### src/rtl/b8_serial_add_ctrl_if.sv
// rtl/b8_serial_add_ctrl_if.sv - operand/result and external-adder signal bundle for b8_serial_add_ctrl
// Bit 0 of every vector is the MSB.
interface b8_serial_add_ctrl_if;
    logic       Start;
    logic [0:7] OpA;
    logic [0:7] OpB;
    logic       CarryIn;
    logic [0:3] AddA;
    logic [0:3] AddB;
    logic       AddCin;
    logic [0:3] AddSum;
    logic       AddCout;
    logic [0:7] Sum;
    logic       CarryOut;
    logic       Overflow;
    logic       Busy;
    logic       Done;

    modport slave (
        input  Start, OpA, OpB, CarryIn, AddSum, AddCout,
        output AddA, AddB, AddCin, Sum, CarryOut, Overflow, Busy, Done
    );

    modport master (
        output Start, OpA, OpB, CarryIn, AddSum, AddCout,
        input  AddA, AddB, AddCin, Sum, CarryOut, Overflow, Busy, Done
    );
endinterface

### src/rtl/b8_serial_add_ctrl.sv
// rtl/b8_serial_add_ctrl.sv - 8-bit add sequenced as two nibble passes through an external 4-bit adder
// Low nibble first (LOW), then high nibble with the saved carry (HIGH); Done pulses in DONE.
module b8_serial_add_ctrl (
    input  logic                  Clk,
    input  logic                  Reset,
    b8_serial_add_ctrl_if.slave   bus
);

    typedef enum logic [1:0] {
        IDLE = 2'd0,
        LOW  = 2'd1,
        HIGH = 2'd2,
        DONE = 2'd3
    } state_t;

    state_t     state;
    state_t     nextState;

    logic [0:7] aReg;
    logic [0:7] bReg;
    logic       cinReg;
    logic       carryReg;
    logic [0:7] sumReg;
    logic       carryOutReg;
    logic       overflowReg;

    always_ff @(posedge Clk or posedge Reset) begin
        if (Reset) begin
            state <= IDLE;
        end else begin
            state <= nextState;
        end
    end

    always_comb begin
        nextState = state;
        case (state)
            IDLE:    nextState = bus.Start ? LOW : IDLE;
            LOW:     nextState = HIGH;
            HIGH:    nextState = DONE;
            DONE:    nextState = bus.Start ? LOW : IDLE;
            default: nextState = IDLE;
        endcase
    end

    // Operands are only sampled on the accepting edge, so input changes while busy are invisible.
    always_ff @(posedge Clk or posedge Reset) begin
        if (Reset) begin
            aReg        <= '0;
            bReg        <= '0;
            cinReg      <= 1'b0;
            carryReg    <= 1'b0;
            sumReg      <= '0;
            carryOutReg <= 1'b0;
            overflowReg <= 1'b0;
        end else begin
            case (state)
                IDLE, DONE: begin
                    if (bus.Start) begin
                        aReg   <= bus.OpA;
                        bReg   <= bus.OpB;
                        cinReg <= bus.CarryIn;
                    end
                end
                LOW: begin
                    sumReg[4:7] <= bus.AddSum;
                    carryReg    <= bus.AddCout;
                end
                HIGH: begin
                    sumReg[0:3] <= bus.AddSum;
                    carryOutReg <= bus.AddCout;
                    overflowReg <= (aReg[0] == bReg[0]) && (bus.AddSum[0] != aReg[0]);
                end
                default: begin
                end
            endcase
        end
    end

    always_comb begin
        bus.AddA   = '0;
        bus.AddB   = '0;
        bus.AddCin = 1'b0;
        bus.Busy   = 1'b0;
        bus.Done   = 1'b0;
        case (state)
            LOW: begin
                bus.AddA   = aReg[4:7];
                bus.AddB   = bReg[4:7];
                bus.AddCin = cinReg;
                bus.Busy   = 1'b1;
            end
            HIGH: begin
                bus.AddA   = aReg[0:3];
                bus.AddB   = bReg[0:3];
                bus.AddCin = carryReg;
                bus.Busy   = 1'b1;
            end
            DONE: begin
                bus.Done   = 1'b1;
            end
            default: begin
            end
        endcase
    end

    assign bus.Sum      = sumReg;
    assign bus.CarryOut = carryOutReg;
    assign bus.Overflow = overflowReg;

endmodule

### src/flat_wrapper.sv
// flat-port wrapper written by rule: the top's interface ports become plain ports
module b8_serial_add_ctrl_flat 
  (Clk, Reset, bus_Start, bus_OpA, bus_OpB, bus_CarryIn, bus_AddSum, bus_AddCout, bus_AddA, bus_AddB, bus_AddCin, bus_Sum, bus_CarryOut, bus_Overflow, bus_Busy, bus_Done);
  b8_serial_add_ctrl_if bus_i ();
  input  logic Clk;
  input  logic Reset;
  input wire logic [$bits(bus_i.Start)-1:0] bus_Start;
  input wire logic [$bits(bus_i.OpA)-1:0] bus_OpA;
  input wire logic [$bits(bus_i.OpB)-1:0] bus_OpB;
  input wire logic [$bits(bus_i.CarryIn)-1:0] bus_CarryIn;
  input wire logic [$bits(bus_i.AddSum)-1:0] bus_AddSum;
  input wire logic [$bits(bus_i.AddCout)-1:0] bus_AddCout;
  output wire logic [$bits(bus_i.AddA)-1:0] bus_AddA;
  output wire logic [$bits(bus_i.AddB)-1:0] bus_AddB;
  output wire logic [$bits(bus_i.AddCin)-1:0] bus_AddCin;
  output wire logic [$bits(bus_i.Sum)-1:0] bus_Sum;
  output wire logic [$bits(bus_i.CarryOut)-1:0] bus_CarryOut;
  output wire logic [$bits(bus_i.Overflow)-1:0] bus_Overflow;
  output wire logic [$bits(bus_i.Busy)-1:0] bus_Busy;
  output wire logic [$bits(bus_i.Done)-1:0] bus_Done;
  assign bus_i.Start = bus_Start;
  assign bus_i.OpA = bus_OpA;
  assign bus_i.OpB = bus_OpB;
  assign bus_i.CarryIn = bus_CarryIn;
  assign bus_i.AddSum = bus_AddSum;
  assign bus_i.AddCout = bus_AddCout;
  assign bus_AddA = bus_i.AddA;
  assign bus_AddB = bus_i.AddB;
  assign bus_AddCin = bus_i.AddCin;
  assign bus_Sum = bus_i.Sum;
  assign bus_CarryOut = bus_i.CarryOut;
  assign bus_Overflow = bus_i.Overflow;
  assign bus_Busy = bus_i.Busy;
  assign bus_Done = bus_i.Done;
  b8_serial_add_ctrl u_core (.Clk(Clk), .Reset(Reset), .bus(bus_i));
endmodule
### config.mk
export PLATFORM = sky130hd
export DESIGN_NAME = b8_serial_add_ctrl_flat
export DESIGN_NICKNAME = d
export VERILOG_FILES = /design/src/rtl/b8_serial_add_ctrl_if.sv /design/src/rtl/b8_serial_add_ctrl.sv /design/src/flat_wrapper.sv
export SDC_FILE = /design/constraint.sdc
export NUM_CORES = 1
export LEC_CHECK = 0
export ABC_CLOCK_PERIOD_IN_PS = 4800
export CORE_ASPECT_RATIO = 1.25
export CORE_UTILIZATION = 36
export CTS_BUF_LIST = sky130_fd_sc_hd__clkbuf_16
export DETAILED_ROUTE_END_ITERATION = 6
export PLACE_DENSITY = 0.66
export SETUP_SLACK_MARGIN = 0.05
export SLEW_MARGIN = 10
export SYNTH_ARGS = -nofsm -noshare
export SYNTH_HDL_FRONTEND = slang
export SYNTH_SLANG_ARGS = --single-unit
### constraint.sdc
create_clock -name Clk -period 4.8 [get_ports Clk]
set_clock_uncertainty 0.1 [all_clocks]
set_input_delay 1.44 -clock Clk [delete_from_list [all_inputs] [get_ports Clk]]
set_output_delay 1.44 -clock Clk [all_outputs]
set_load 0.02 [all_outputs]
==> results.tsv, run 1 <==
metric	value	unit
status	complete, no violations	
Die H	69.8	um
DRC viols	0	
CP endpoint kind	output port	
TritonCTS buffer count	5	
num rows	24	
I/O Pins	46	
Placed Cells incl. Taps	174	
first-pass GRT wire length	4350	um
Vias per Instance	5.10	
Worst EP required	3260	ps
Worst-Skew Late Latency	270	ps
FF+latch count, synth	30	
CTS H-tree lvls	2	
TritonRoute pass-1 iters	3	
post-synthesis mux area share	0.258	
type of the worst setup path	reg2out	
sequential share of the synthesized area	0.568	
WL per Instance	13.9	um
GPL Wtd Cong	0.642	
crit path cell chain	inv_1 -> ha_1 -> a22oi_1 -> nor2_1 -> clkdlybuf4s50_1	
Synth Area in Compound Gates	0.0596	
layout cell share with drive strength beyond 1	0.254	
vias	924	
register area	751	um2
DP HPWL	1730	um
Total Routing Usage GR	0.150	
RSZ-0062 raised after global routing	no	
EDFF count, synth	0	
remaining global-route overflow	0	
Worst-path clk slew	50	ps
synth-to-layout area growth	45.7	%
period utilization	0.784	
Die Footprint	3920	um2
Leakage	0.848	nW
die width	56.2	um
number of diodes	0	
largest net degree at the start of global routing	31	
ys flop type	dfrtp_1	
warnings from Yosys	0	
Synth Area in Simple Gates	0.0482	
number of fill cells	323	
cts repair resizes	0	
final hold vios	0	
Root Buffer	clkbuf_16	
ANT nets after route	0	
clock period minus worst slack	3760	ps
relative slew slack	0.565	
initial antenna violation count	0	
multi-input logic area	522	um2
vias in the first global route	973	
post-CTS setup buffers	0	
cell area power density	783	nW/um2
Mapped Cells	95	
arrival time at the worst endpoint	2220	ps
final WL	2510	um
worst min-delay path class	reg2reg	
placed cell area	1790	um2
Worst Hold Depth	1	
clock sinks	30	
largest family of logic cells by synthesized area	multiplexers	
area of the core	3510	um2
Setup Viol. Count Final	0	
max cap viols	0	
Starting Density	0.376	
cts hold-fix bufs	0	
Design Area, Final	1930	um2
Synth Cell Area	1320	um2
FF-to-FF path depth	4	
Slew Viols, Final	0	
worst slew pin tran	652	ps
IO buf count	45	
Post-Synth XOR/XNOR Area	0	
CP Launch Type	register	
fmax	0.266	GHz
CTS tree	built	
Post-Synth Adder-Cell Area	0.0284	
CP max stage delay	610	ps
number of DRC markers in iteration 0	29	
hold_ws	401	ps
Crit-path slowest cell	clkdlybuf4s50_1	
Final nets	170	
clock tree buffer depth	2	
syn nets	123	
ys async rst share	1.00	
synthesized area per cell	13.9	um2
Max VDD drop	0.478	mV
synth unique cells	15	
crit path max fanout	15	
setup_tns	0	ps
final cell count without fillers	181	
[cell usage in the layout, fill, tap and decap left out, drive strengths merged]
| cell type | Yosys | layout |
|---|---|---|
| a22oi | 9 | 9 |
| buf | 5 | 1 |
| clkbuf | 1 | 5 |
| mux2 | 27 | 27 |
| a21oi | 1 | 1 |
| ha | 3 | 3 |
| nor2 | 11 | 11 |
| dfrtp | 30 | 30 |
| nand3b | 1 | 1 |
| clkdlybuf4s50 | 0 | 45 |
| or3b | 1 | 1 |
| a31oi | 1 | 1 |
| inv | 4 | 6 |
| nand2 | 1 | 1 |
[state kept, by name (all words and copies together), names as in the netlist]
| signal | flops |
|---|---|
| u_core.carryReg | 1 |
| u_core.bus.Overflow | 1 |
| u_core.bus.CarryOut | 1 |
| u_core.aReg | 8 |
| u_core.cinReg | 1 |
| u_core.bReg | 8 |
| u_core.bus.Sum | 8 |
| u_core.state | 2 |
[metal layers]
metal,wire (um),track usage,up-vias
li1,-,-,424
met1,1080,0.176,460
met2,1210,0.241,34
met3,171,0.0522,6
met4,55,0.0732,0
met5,0,0,-
[synthesized netlist by cell type (all sizes together) (3+ instances only)]
cell type / n / area share
dfrtp: 30 / 0.57
mux2: 27 / 0.26
nor2: 11 / 0.031
a22oi: 9 / 0.051
buf: 5 / 0.024
inv: 4 / 0.011
ha: 3 / 0.028
[report_power, final]
group          switching (W)  internal [W]  total [W]
Sequential         0.0000729      0.000388   0.000461
Combinational       0.000351      0.000417   0.000768
Clock              0.0000948      0.000184   0.000279
[cell type report]
class                   instances  area share
flip-flops and latches         30       0.390
repair buffers                 46       0.238
clock inverters                 2     0.00390
clock buffers                   5      0.0649
inverters                       4     0.00779
multi-input cells              55       0.271
well taps                      39      0.0253
[cell families after synthesis]
logic type | after synthesis
mux | 27
simple gates | 14
compound gates | 11
buf+inv | 10
fa+ha+maj | 3
flops | 30
[metrics by stage]
stage	util	setup WS, ps	power, W
final	0.548	1040	0.00151
after detailed placement	0.511	1290	0.00124
after global placement	0.511	1330	0.00123
after global routing	0.548	878	0.00160
after floorplan	-	1960	0.000963
after CTS	0.548	1010	0.00153
[critical path: cells and delay by family (launching register included)]
family / cells / cell delay (ps)
AND/OR/NAND/NOR: 1 / 130
buffers and inverters: 2 / 680
adder cells (fa/ha/maj): 1 / 570
AO/OA/AOI/OAI: 1 / 190
flip-flops: 1 / 390
[worst paths after layout]
| kind | start | to | slack, ps |
|---|---|---|---|
| worst max-delay path | u_core.state[1] | bus_AddA[1] | 1040 |
| worst min-delay path | u_core.bus.Sum[3] | u_core.bus.Sum[3] | 400 |
| worst max register to register | u_core.state[0] | u_core.aReg[0] | 2840 |
| worst min register to register | u_core.bus.Sum[3] | u_core.bus.Sum[3] | 400 |
| max in group asynchronous | Reset | u_core.bus.Sum[2] | 2740 |
| min in group asynchronous | Reset | u_core.state[0] | 1460 |
(Power assumes the default switching activity.)
==> inputs of run 2 (changes only) <==
--- a/config.mk
+++ b/config.mk
@@ -5,12 +5,12 @@
 export SDC_FILE = /design/constraint.sdc
 export NUM_CORES = 1
 export LEC_CHECK = 0
-export ABC_CLOCK_PERIOD_IN_PS = 4800
+export ABC_CLOCK_PERIOD_IN_PS = 3300
 export CORE_ASPECT_RATIO = 1.25
 export CORE_UTILIZATION = 36
 export CTS_BUF_LIST = sky130_fd_sc_hd__clkbuf_16
 export DETAILED_ROUTE_END_ITERATION = 6
-export PLACE_DENSITY = 0.66
+export PLACE_DENSITY = 0.69
 export SETUP_SLACK_MARGIN = 0.05
 export SLEW_MARGIN = 10
 export SYNTH_ARGS = -nofsm -noshare
==> constraint.sdc (replaced) <==
create_clock -name Clk -period 3.3 [get_ports Clk]
set_clock_uncertainty 0.1 [all_clocks]
set_input_delay 0.99 -clock Clk [delete_from_list [all_inputs] [get_ports Clk]]
set_output_delay 0.99 -clock Clk [all_outputs]
set_load 0.02 [all_outputs]
==> results.tsv, run 2 (synthesis results as in run 1) <==
metric	value	unit
met2 WL post-DR	1450	um
Placed Cells incl. Taps	176	
Buf/Inv on CP	2	
CTS tree	built	
Crit-path slowest cell	clkdlybuf4s50_1	
Root Buffer	clkbuf_16	
largest net degree at the start of global routing	31	
Die H	69.8	um
CP max stage delay	610	ps
TritonRoute pass-1 iters	4	
register area	751	um2
Die Footprint	3920	um2
area of the core	3510	um2
CTS H-tree lvls	2	
setup_tns	0	ps
CP endpoint kind	output port	
top sig layer	met4	
die width	56.2	um
relative slew slack	0.657	
DRC viols	0	
I/O Pins	46	
cell area power density	1150	nW/um2
DP HPWL	1950	um
crit path cell chain	inv_1 -> ha_2 -> a22oi_1 -> nor2_1 -> clkdlybuf4s50_1	
Top Family by Delay on Critical Path	buffers and inverters	
Worst EP required	2210	ps
vias	913	
max cap viols	0	
Worst Hold Depth	1	
final WL	2830	um
Setup Viol. Count Final	0	
FF-to-FF path depth	4	
Total Routing Usage GR	0.151	
Vias per Instance	4.96	
first-pass GRT wire length	4550	um
fmax	0.327	GHz
initial antenna violation count	0	
multi-input logic area	527	um2
remaining global-route overflow	0	
commonest non-fill, non-tap cell in the layout	clkdlybuf4s50_1	
IO buf count	45	
number of DRC markers in iteration 0	20	
status	complete, no violations	
Worst path depth	5	
final cell count without fillers	184	
Final nets	172	
final hold vios	0	
num rows	24	
Worst-Skew Late Latency	270	ps
Leakage	0.856	nW
TritonCTS buffer count	5	
CP Launch Type	register	
period utilization	0.927	
type of the worst setup path	reg2out	
GPL Wtd Cong	0.668	
clock period minus worst slack	3060	ps
commonest cells after routing, fill and taps aside	45 x clkdlybuf4s50_1, 30 x dfrtp_1, 17 x mux2_2	
Worst-path clk slew	50	ps
WL met3	171	um
Max VDD drop	0.684	mV
number of fill cells	307	
synth-to-layout area growth	47.6	%
arrival time at the worst endpoint	1970	ps
crit path max fanout	13	
post-CTS setup buffers	0	
ANT nets after route	0	
post-route total power	0.00225	W
WL per Instance	15.4	um
worst min-delay path class	reg2reg	
Starting Density	0.376	
RSZ-0062 raised after global routing	no	
layout cell share with drive strength beyond 1	0.276	
vias in the first global route	973	
Slew Viols, Final	0	
worst slew pin tran	513	ps
cts hold-fix bufs	0	
number of diodes	0	
clock tree buffer depth	2	
met1 wire length	1180	um
clock sinks	30	
## run 2: cell count changes in the layout (fill, tap and decap cells not counted)
cell / before / now
buf_4: 1 / 3
clkinv_1: 0 / 1
clkinv_2: 0 / 1
ha_1: 3 / 1
ha_2: 0 / 2
inv_2: 1 / 0
## run 2: layout make-up
| type | count | area share |
|---|---|---|
| flip-flops and latches | 30 | 0.385 |
| multi-input cells | 55 | 0.270 |
| repair buffers | 48 | 0.242 |
| clock buffers | 5 | 0.0641 |
| well taps | 39 | 0.0250 |
| inverters | 4 | 0.00769 |
| clock inverters | 3 | 0.00641 |
## run 2: where the power goes
group	internal, W	total (W)	switching (W)
Combinational	0.000624	0.00114	0.000519
Sequential	0.000564	0.000683	0.000118
Clock	0.000271	0.000421	0.000150
## run 2: through the flow
stage / cell area [um2] / worst slack [ps] / hold WS (ps) / util
2_1_floorplan: 1320 / 912 / 380 / -
3_3_place_gp: 1810 / 389 / 391 / 0.515
3_5_place_dp: 1810 / 382 / 398 / 0.515
4_1_cts: 1950 / 80.6 / 407 / 0.554
5_1_grt: 1950 / 110 / 421 / 0.556
6_report: 1950 / 240 / 403 / 0.556
## run 2: final timing paths
path	from	end	slack (ps)
worst max register to register	u_core.state[0]	u_core.aReg[6]	1410
worst max-delay path	u_core.state[0]	bus_AddB[1]	240
max in group asynchronous	Reset	u_core.bReg[2]	1830
worst min register to register	u_core.bus.Sum[7]	u_core.bus.Sum[7]	400
min in group asynchronous	Reset	u_core.bus.Sum[6]	1000
worst min-delay path	u_core.bus.Sum[7]	u_core.bus.Sum[7]	400
## run 2: timing repair
action,in CTS,in global routing
endpoints found under the setup margin,0,9
hold endpoints to repair,0,0
gates resized for setup,0,2
## run 2: layer usage
| metal | GRT usage | up-vias |
|---|---|---|
| li1 | - | 427 |
| met1 | 0.180 | 443 |
| met2 | 0.257 | 39 |
| met3 | 0.0466 | 4 |
| met4 | 0.0488 | 0 |
| met5 | 0 | - |
## run 2: worst reg2reg max path: stages (launching register included)
cell and delay, ps:
dfrtp_1 380, inv_1 70, ha_2 450, nand2_2 350
mux2_4 420
